$ cat config.mk
export PLATFORM = sky130hd
export DESIGN_NAME = mac_accumulator
export DESIGN_NICKNAME = d
export VERILOG_FILES = /design/src/rtl/mac_accumulator.sv
export SDC_FILE = /design/constraint.sdc
export NUM_CORES = 1
export LEC_CHECK = 0
export ABC_AREA = 0
export CAP_MARGIN = 20
export CELL_PAD_IN_SITES_DETAIL_PLACEMENT = 1
export CELL_PAD_IN_SITES_GLOBAL_PLACEMENT = 1
export CORE_UTILIZATION = 42
export CTS_CLUSTER_SIZE = 10
export DETAILED_ROUTE_END_ITERATION = 16
export PLACE_DENSITY_LB_ADDON = 0.1
export SLEW_MARGIN = 20
export SYNTH_ARGS = -nofsm -noshare
export SYNTH_HDL_FRONTEND = slang
export SYNTH_SLANG_ARGS = --single-unit
$ cat constraint.sdc
create_clock -name clk -period 5.8 [get_ports clk]
set_clock_uncertainty 0.2 [all_clocks]
set_input_delay 0.58 -clock clk [delete_from_list [all_inputs] [get_ports clk]]
set_output_delay 0.58 -clock clk [all_outputs]
set_load 0.02 [all_outputs]
$ cat src/rtl/mac_accumulator.sv
// mac_accumulator: sums COUNT successive 8-bit products taken over a
// valid/ready handshake into one dot-product result, then presents that
// result on a second valid/ready handshake. Saturating, sticky overflow flag.
//
// state | meaning
// ------+---------------------------------------------------------------
// IDLE  | waiting for start; result of the previous run still on out_acc
// ACCUM | taking products (in_ready=1) until COUNT have been accepted
// DONE  | result valid (out_valid=1), held until downstream takes it
module mac_accumulator #(
    parameter int COUNT = 4,
    parameter int ACC_W = 10
) (
    input  logic             clk,
    input  logic             rst,
    input  logic             start,
    input  logic [7:0]       in_prod,
    input  logic             in_valid,
    output logic             in_ready,
    output logic [ACC_W-1:0] out_acc,
    output logic             out_sat,
    output logic             out_valid,
    input  logic             out_ready,
    output logic             busy
);

    localparam int CNT_W = $clog2(COUNT) + 1;
    // Wide enough to hold acc + a full 8-bit product even when ACC_W < 8.
    localparam int SUM_W = ((ACC_W > 8) ? ACC_W : 8) + 1;
    localparam logic [CNT_W-1:0] LAST_CNT = CNT_W'(COUNT - 1);
    localparam logic [SUM_W-1:0] ACC_MAX  = SUM_W'({ACC_W{1'b1}});

    typedef enum logic [1:0] {
        IDLE  = 2'd0,
        ACCUM = 2'd1,
        DONE  = 2'd2
    } state_t;

    state_t             state;
    logic [ACC_W-1:0]   acc;
    logic [CNT_W-1:0]   cnt;
    logic               sat;

    logic               accept;
    logic [SUM_W-1:0]   sum_full;
    logic               ovf;
    logic [ACC_W-1:0]   acc_next;
    logic               sat_next;

    // Handshake outputs depend on state only, never on in_valid/out_ready.
    assign in_ready  = (state == ACCUM);
    assign out_valid = (state == DONE);
    assign busy      = (state != IDLE);

    // Next accumulator value with clamp-to-all-ones on overflow.
    always_comb begin
        accept   = in_valid && (state == ACCUM);
        sum_full = SUM_W'(acc) + SUM_W'(in_prod);
        ovf      = (sum_full > ACC_MAX);
        acc_next = ovf ? {ACC_W{1'b1}} : sum_full[ACC_W-1:0];
        sat_next = sat | ovf;
    end

    // Sequencer and datapath registers.
    always_ff @(posedge clk) begin
        if (rst) begin
            state   <= IDLE;
            acc     <= '0;
            cnt     <= '0;
            sat     <= 1'b0;
            out_acc <= '0;
            out_sat <= 1'b0;
        end else begin
            case (state)
                IDLE: begin
                    if (start) begin
                        state <= ACCUM;
                        acc   <= '0;
                        cnt   <= '0;
                        sat   <= 1'b0;
                    end
                end
                ACCUM: begin
                    if (accept) begin
                        acc <= acc_next;
                        sat <= sat_next;
                        cnt <= cnt + 1'b1;
                        if (cnt == LAST_CNT) begin
                            state   <= DONE;
                            out_acc <= acc_next;
                            out_sat <= sat_next;
                        end
                    end
                end
                DONE: begin
                    if (out_ready) begin
                        state <= IDLE;
                    end
                end
                default: state <= IDLE;
            endcase
        end
    end

endmodule

==> impl_metrics.tcl, run 1 <==
set metrics [dict create \
    io_buffers 26 \
    p_total_mw 0.364 \
    cts.sinks 27 \
    period_needed_ns 3.03 \
    dp_hpwl_um 2980 \
    fmax_ghz 0.330 \
    clk_latency_ns 0.27 \
    cts_setup_buffers 0 \
    syn_area_um2 1550 \
    critPathMaxFanout 14 \
    fin_nets 232 \
    reg2reg_to "acc[7]" \
    synthArstFlopShare_pct 0 \
    reg2reg_depth 8 \
    worst_pin_slew_ns 0.645 \
    cp-endpoint "acc[7]" \
    maxCapViolations 0 \
    synth_top_cell_by_area "dfxtp_1" \
    grt_max_degree 18 \
    setup_violations 0 \
    synth_cell_type_count 47 \
    die_width_um 62.8 \
    rrSetupSlack_ns 3.17 \
    clock_path_buffers 2 \
    clk_pin_slew_worst_paths_ns 0.10 \
    rsz0062_at_grt "false" \
    yosysWarnings 0 \
    rows 21 \
    max-vdd-ir-drop_v 0.000148 \
    first_iter_violations 54 \
    vias 1430 \
    finalSetupTns_ns 0 \
    status "complete, no violations" \
    ctsHoldBuffers 0 \
    power.leakage_nw 0.713 \
    syn_area_per_cell_um2 8.39 \
    critPathCaptureType "flop" \
    drc 0 \
    p_per_area_nw_per_um2 195 \
    path_class "in2reg" \
    synth.area.top_cells "dfxtp_1 (35%), ha_1 (8.1%), o21ai_0 (7.1%)" \
    ys_seq_area_share_pct 34.8 \
    post-route-period-util_pct 52.3 \
    grt.total_usage_pct 22.2 \
    cts_resized 0 \
    required_ns 5.79 \
    viasPerCell 5.65 \
    drt_wl_total_um 4130 \
    overflow 0 \
    hp-class "reg2reg" \
    drv_slew 0 \
    synth_top_area_share_pct 34.8 \
    pin_count 27 \
    antenna_found_initial 0 \
    core-area_um2 3440 \
    die_height_um 62.8 \
    synth.top_cells.by_count "dfxtp_1 (27), o21ai_0 (22), a21oi_1 (18), nor2_1 (17), nand2_1 (16)" \
    grt_pass1_vias 1514 \
    cts_tree "yes" \
    whs_ns 0.275 \
    drt_first_pass_iters 4 \
    cts-root-buf "clkbuf_8" \
    wl_per_cell_um 16.3 \
    crit_start "in_prod[0]" \
    final_layout_size_suffix_gt1_share_pct 9.18 \
    synth_edf_count 0 \
    syn_nets 209 \
    h-tree-depth 1 \
    detail-route-antenna-nets 0 \
    startpoint_type "input pin" \
    gp_congestion 0.813 \
    final-hold-violation-count 0 \
    cp.arrival_ns 3.02 \
    die-area_um2 3940 \
    numCtsBuffers 3 \
    area_growth_pct 20.3 \
    yosysMostFrequentCell "dfxtp_1" \
    ys_seq_elements 27 \
    grt_pass1_wl_um 6960 \
    start_util_pct 45.1 \
    synth_cells 185 \
    slew_headroom_pct 57.0 \
    hold_depth 2 \
    regToRegStartpoint "acc[0]" \
    num_antenna_cells 0 \
    synth_ff_type "dfxtp_1" \
]
==> per-layer routing <==
layer | global-route usage, % | part of all wire, % | vias up
li1 | - | - | 709
met1 | 30.2 | 50 | 695
met2 | 37.0 | 47 | 21
met3 | 2.37 | 2.3 | 5
met4 | 6.10 | 1.0 | 0
met5 | 0 | 0 | -
==> critical path, cell delays in order <==
cell	delay, ns
clkdlybuf4s50_1	0.46
ha_1	0.18
inv_1	0.06
fa_1	0.44
nor2b_4	0.16
o31ai_1	0.13
a21boi_2	0.50
o21ba_2	0.25
a311oi_2	0.25
==> logic make-up after synthesis <==
logic type	Yosys count	share of synthesized area (%)
simple gates	65	21.9
compound gates	63	26.9
flops	27	34.8
buf+inv	15	4.76
fa+ha+maj	11	9.35
xor+xnor	3	1.69
mux	1	0.645
==> sequential cells by signal, summed over array words and instances, names as in the netlist <==
name,count
out_sat,1
cnt,3
out_acc,10
state,2
acc,10
sat,1
==> stage by stage <==
stage               util [%]  instances  cell area, um^2  setup WS [ns]
global placement        52.9        249             1820           2.59
floorplan                  -        185             1550           3.41
CTS                     54.2        253             1870           2.78
global route            54.2        253             1870           2.62
finish                  54.2        253             1870           2.77
detailed placement      52.9        249             1820           2.50
==> worst min path at each step <==
stage | start | end
floorplan | acc[3] | acc[3]
finish | acc[6] | acc[6]
global route | acc[0] | acc[0]
detailed placement | acc[6] | acc[6]
CTS | acc[6] | acc[6]
global placement | acc[3] | acc[3]
==> power breakdown <==
part	switching (mW)	internal (mW)
clock	0.0614	0.0493
sequential	0.00267	0.189
combinational	0.0351	0.0268
==> cell type report <==
class                   instances  area (um^2)
repair buffers                 26          260
well taps                      46         57.6
inverters                       7         26.3
flip-flops and latches         27          541
fillers                       431         1580
clock buffers                   4         45.0
multi-input cells             143          937
==> placed cells by master, fill, tap and decap left out, types with 3 or more instances in the layout <==
| cell type | synthesis | layout |
|---|---|---|
| nor2b_1 | 3 | 3 |
| nand2b_1 | 3 | 3 |
| nor2_1 | 17 | 17 |
| clkbuf_8 | 0 | 3 |
| nand3_1 | 3 | 3 |
| ha_1 | 10 | 10 |
| o21ai_0 | 22 | 22 |
| nand2_1 | 16 | 16 |
| inv_1 | 7 | 7 |
| clkdlybuf4s50_1 | 0 | 26 |
| a21oi_1 | 18 | 18 |
| dfxtp_1 | 27 | 27 |
| nor3_1 | 8 | 8 |
Note: power is estimated with default switching activity, not from simulation.
==> run 2, diff against run 1 <==
--- a/config.mk
+++ b/config.mk
@@ -9,7 +9,7 @@
 export CAP_MARGIN = 20
 export CELL_PAD_IN_SITES_DETAIL_PLACEMENT = 1
 export CELL_PAD_IN_SITES_GLOBAL_PLACEMENT = 1
-export CORE_UTILIZATION = 42
+export CORE_UTILIZATION = 39
 export CTS_CLUSTER_SIZE = 10
 export DETAILED_ROUTE_END_ITERATION = 16
 export PLACE_DENSITY_LB_ADDON = 0.1
==> constraint.sdc (replaced) <==
create_clock -name clk -period 3 [get_ports clk]
set_clock_uncertainty 0.2 [all_clocks]
set_input_delay 0.3 -clock clk [delete_from_list [all_inputs] [get_ports clk]]
set_output_delay 0.3 -clock clk [all_outputs]
set_load 0.02 [all_outputs]
==> run 2 against run 1 <==
Net effect: routed wire length down 2.4%; sequential power up 94%; power up 93%; critical path type unchanged; sequential share of layout area down 0.27 points; setup slack worse by 2.3 ns; hold slack worse by 0.0038 ns; non-clock buffer count up 2; die area up 7.4%; register-to-register slack worse by 2.6 ns; combinational power up 95%; largest power group unchanged.
==> impl_metrics.tcl, run 2 (same netlist as run 1, synthesis figures left out) <==
set metrics [dict create \
    clock_path_buffers 2 \
    critPathCaptureType "flop" \
    die_width_um 65.1 \
    viasPerCell 5.56 \
    start_util_pct 41.4 \
    grt.total_usage_pct 20.8 \
    worst_pin_slew_ns 0.592 \
    reg2reg_depth 9 \
    grt_max_degree 18 \
    slew_headroom_pct 60.5 \
    final_common_cell "dfxtp_1" \
    cts.sinks 27 \
    rows 22 \
    drt_first_pass_iters 4 \
    p_per_area_nw_per_um2 372 \
    cts_resized 0 \
    pin_count 27 \
    hp-class "reg2reg" \
    final_layout_size_suffix_gt1_share_pct 10.0 \
    maxCapViolations 0 \
    clk_pin_slew_worst_paths_ns 0.09 \
    dp_hpwl_um 3050 \
    hold_depth 2 \
    cts_setup_buffers 0 \
    cp.arrival_ns 2.48 \
    period_needed_ns 2.51 \
    top_regs "acc (10), out_acc (10), cnt (3)" \
    fin_nets 234 \
    drc 0 \
    clk_latency_ns 0.27 \
    num_antenna_cells 0 \
    numCtsBuffers 3 \
    power.leakage_nw 0.723 \
    antenna_found_initial 0 \
    status "complete, no violations" \
    grt_pass1_vias 1452 \
    whs_ns 0.271 \
    io_buffers 26 \
    grt_pass1_wl_um 6730 \
    drv_slew 0 \
    path_depth 10 \
    path_delay_family "buffers and inverters" \
    core-area_um2 3740 \
    required_ns 2.97 \
    layout_common_cells "dfxtp_1 (27), clkdlybuf4s50_1 (26), o21ai_0 (22), a21oi_1 (18), nor2_1 (17)" \
    ctsHoldBuffers 0 \
    setup_violations 0 \
    drt_wl_total_um 4030 \
    cts-root-buf "clkbuf_8" \
    gp_congestion 0.739 \
    cp_num_buf_inv 3 \
    post-route-period-util_pct 83.7 \
    finalSetupTns_ns 0 \
    final-hold-violation-count 0 \
    die-area_um2 4230 \
    slowest_delay_ns 0.45 \
    area_growth_pct 21.5 \
    critPathMaxFanout 9 \
    first_iter_violations 87 \
    max-vdd-ir-drop_v 0.000191 \
    rrSetupSlack_ns 0.62 \
    startpoint_type "input pin" \
    fin_util_pct 50.3 \
    cts_tree "yes" \
    path_class "in2reg" \
    detail-route-antenna-nets 0 \
    overflow 0 \
    cp_cell_sequence "clkdlybuf4s50_1, ha_1, inv_1, fa_1, nor2b_4, o31ai_1, a21boi_2, buf_4, nor3_1, nor2_1" \
    vias 1429 \
    h-tree-depth 1 \
    critPathSlowestCell "o31ai_1" \
    rsz0062_at_grt "false" \
    die_height_um 65.1 \
    wl_per_cell_um 15.7 \
    fmax_ghz 0.398 \
]
## run 2: changes by cell type in the layout (fill, tap and decap cells not counted), sizes merged
cell	previous run	this run
buf	0	2
## run 2: power breakdown
part | total, mW | internal, mW | leakage (nW) | switching [mW]
clock network | 0.210 | 0.0953 | 0.0228 | 0.115
logic | 0.121 | 0.0526 | 0.482 | 0.0683
registers | 0.370 | 0.364 | 0.218 | 0.00510
## run 2: area by class of cell
type                       instances  area (um^2)
tap                               48         60.1
clock buffer                       4         45.0
multi-input combinational        143          937
sequential                        27          541
timing repair buffer              28          275
inverter                           7         26.3
fill                             472         1860
## run 2: worst reg2reg max path: stages, from the launching register on
cell and delay [ns]:
dfxtp_1 0.32, ha_1 0.20, inv_1 0.08, fa_1 0.26, nor2b_4 0.07, o31ai_1 0.45, a21boi_2 0.18, buf_4 0.21
nor3_1 0.22, nor2_1 0.08
## run 2: per-stage QoR
stage | area, um^2 | std cells | worst slack [ns] | power (mW)
finish | 1880 | 257 | 0.489 | 0.701
global route | 1880 | 257 | 0.252 | 0.735
CTS | 1880 | 257 | 0.468 | 0.704
detailed placement | 1840 | 253 | 0.175 | 0.498
global placement | 1840 | 253 | 0.306 | 0.493
floorplan | 1550 | 185 | 0.875 | 0.455
## run 2: final timing paths
check / endpoint / start
worst max-delay path: out_acc[2] / in_prod[0]
worst min-delay path: acc[3] / acc[3]
worst min register to register: acc[3] / acc[3]
worst max register to register: out_acc[2] / acc[0]
## run 2: per-layer routing
metal	track usage (%)	vias to the layer above	wire length (um)
met5	0	-	0
met4	6.25	0	34
met3	2.46	4	92
met2	37.2	13	2000
met1	25.9	698	1900
li1	-	714	-
==> run 3, diff against run 2 <==
==> constraint.sdc (replaced) <==
create_clock -name clk -period 2.35 [get_ports clk]
set_clock_uncertainty 0.2 [all_clocks]
set_input_delay 0.235 -clock clk [delete_from_list [all_inputs] [get_ports clk]]
set_output_delay 0.235 -clock clk [all_outputs]
set_load 0.02 [all_outputs]
==> run 3 against run 2 <==
Net effect: first-iteration DRC count decreased by 24%; hold slack got worse by 0.0043 ns; final area increased by 7.6%; non-clock buffer count increased by 15; combinational power increased by 51%; global-route usage increased by 0.66 points.
==> impl_metrics.tcl, run 3 (same netlist as run 1, synthesis figures left out) <==
set metrics [dict create \
    slowest_delay_ns 0.49 \
    fmax_ghz 0.439 \
    die_height_um 65.1 \
    drt_wl_total_um 4260 \
    cts.sinks 27 \
    clk_latency_ns 0.27 \
    critPathCaptureType "flop" \
    worst_pin_slew_ns 0.455 \
    regToRegStartpoint "acc[0]" \
    rrSetupSlack_ns 0.16 \
    die-area_um2 4230 \
    vias 1469 \
    reg2reg_to "out_acc[8]" \
    clock_path_buffers 2 \
    first_iter_violations 66 \
    top_layer "met4" \
    cts_tree "yes" \
    antenna_found_initial 0 \
    max-vdd-ir-drop_v 0.000375 \
    drt_first_pass_iters 4 \
    required_ns 2.33 \
    fin_nets 249 \
    path_depth 9 \
    hp-class "reg2reg" \
    drc 0 \
    die_width_um 65.1 \
    status "complete, no violations" \
    setup_violations 0 \
    final.setup.worst_slack_ns 0.0716 \
    power.leakage_nw 0.796 \
    reg2reg_depth 8 \
    startpoint_type "input pin" \
    start_util_pct 41.4 \
    viasPerCell 5.40 \
    final-hold-violation-count 0 \
    cts-root-buf "clkbuf_8" \
    wl_per_cell_um 15.7 \
    slew_headroom_pct 69.7 \
    period_needed_ns 2.28 \
    final_layout_size_suffix_gt1_share_pct 18.8 \
    grt_pass1_vias 1473 \
    path_delay_family "compound AO/OA/AOI/OAI gates" \
    area_growth_pct 30.6 \
    crit_start "in_prod[0]" \
    detail-route-antenna-nets 0 \
    cp_cell_sequence "clkdlybuf4s50_1, ha_2, inv_1, fa_2, nor2b_4, o31ai_2, a21boi_2, nor3_1, a311oi_1" \
    path_class "in2reg" \
    critPathMaxFanout 6 \
    core-area_um2 3740 \
    top_regs "acc (10), out_acc (10), cnt (3)" \
    io_buffers 26 \
    pin_count 27 \
    drv_slew 0 \
    clk_pin_slew_worst_paths_ns 0.09 \
    gp_congestion 0.863 \
    dp_hpwl_um 3230 \
    cp-endpoint "out_acc[8]" \
    min-delay-start "acc[4]" \
    ctsHoldBuffers 0 \
    grt_max_degree 16 \
    p_total_mw 0.917 \
    post-route-period-util_pct 97.0 \
    wl_met2_um 2150 \
    pre_cts_slack_ns -0.349 \
    critPathSlowestCell "clkdlybuf4s50_1" \
    cp_num_buf_inv 2 \
    final_common_cell "dfxtp_1" \
    p_per_area_nw_per_um2 452 \
    rsz0062_at_grt "true" \
    grt.total_usage_pct 21.5 \
    rows 22 \
    maxCapViolations 0 \
    met1Wirelength_um 2030 \
    overflow 0 \
    num_antenna_cells 0 \
    cp.arrival_ns 2.26 \
    grt_pass1_wl_um 7020 \
    layout_common_cells "dfxtp_1 (27), clkdlybuf4s50_1 (26), o21ai_0 (22), a21oi_1 (18)" \
    route.met3.wl_um 64 \
    numCtsBuffers 3 \
    h-tree-depth 1 \
]
run 3: changes by cell type in the layout (fill, tap and decap cells not counted):
cell | before | now
buf_4 | 2 | 17
o311ai_0 | 2 | 0
o311ai_2 | 0 | 2
fa_1 | 1 | 0
fa_2 | 0 | 1
ha_1 | 10 | 9
ha_2 | 0 | 1
nor3_1 | 8 | 7
nor3_2 | 0 | 1
o31ai_1 | 2 | 1
o31ai_2 | 1 | 2
run 3: worst min path at each step:
stage / endpoint / slack [ns] / cells past startpoint
after global placement: acc[0] / 0.25 / 2
after floorplan: acc[7] / 0.10 / 1
after detailed placement: acc[4] / 0.25 / 2
after global routing: acc[3] / 0.32 / 2
final: acc[4] / 0.27 / 2
after CTS: acc[4] / 0.28 / 2
run 3: worst reg2reg max path, stage by stage (launching register included):
cell,delay [ns]
dfxtp_1,0.36
ha_2,0.19
inv_1,0.06
fa_2,0.38
nor2b_4,0.17
o31ai_2,0.11
a21boi_2,0.28
nor3_1,0.09
a311oi_1,0.25
run 3: what timing repair did:
| action | in CTS | in global routing |
|---|---|---|
| hold endpoints to repair | 0 | 0 |
| setup endpoints to repair | 7 | 2 |
| gates cloned | 0 | 0 |
| setup buffers | 0 | 0 |
| gates resized for setup | 2 | 6 |
run 3: power breakdown:
group          switching [mW]  internal, mW  total (mW)
Combinational          0.0959        0.0868       0.183
Sequential            0.00686         0.465       0.472
Clock                   0.140         0.121       0.262
Total                   0.243         0.673       0.917
run 3: area by class of cell:
cell class              instances  area (um^2)
inverters                       7         26.3
repair buffers                 43          388
well taps                      48         60.1
multi-input cells             143          967
fillers                       461         1720
flip-flops and latches         27          541
clock buffers                   4         45.0
run 3: routing by layer:
metal / vias up / track usage (%)
li1: 741 / -
met1: 712 / 27.9
met2: 12 / 38.4
met3: 4 / 2.11
met4: 0 / 4.08
met5: - / 0
run 3: stage by stage:
step	util, %	hold slack, ns	area (um^2)	setup TNS, ns	std cells
final	54.1	0.267	2030	0	272
after global routing	54.1	0.316	2030	-0.0689	272
after CTS	53.5	0.277	2000	0	272
after detailed placement	52.1	0.255	1950	-6.02	268
after global placement	52.1	0.246	1950	-3.63	268
after floorplan	-	0.103	1550	0	185
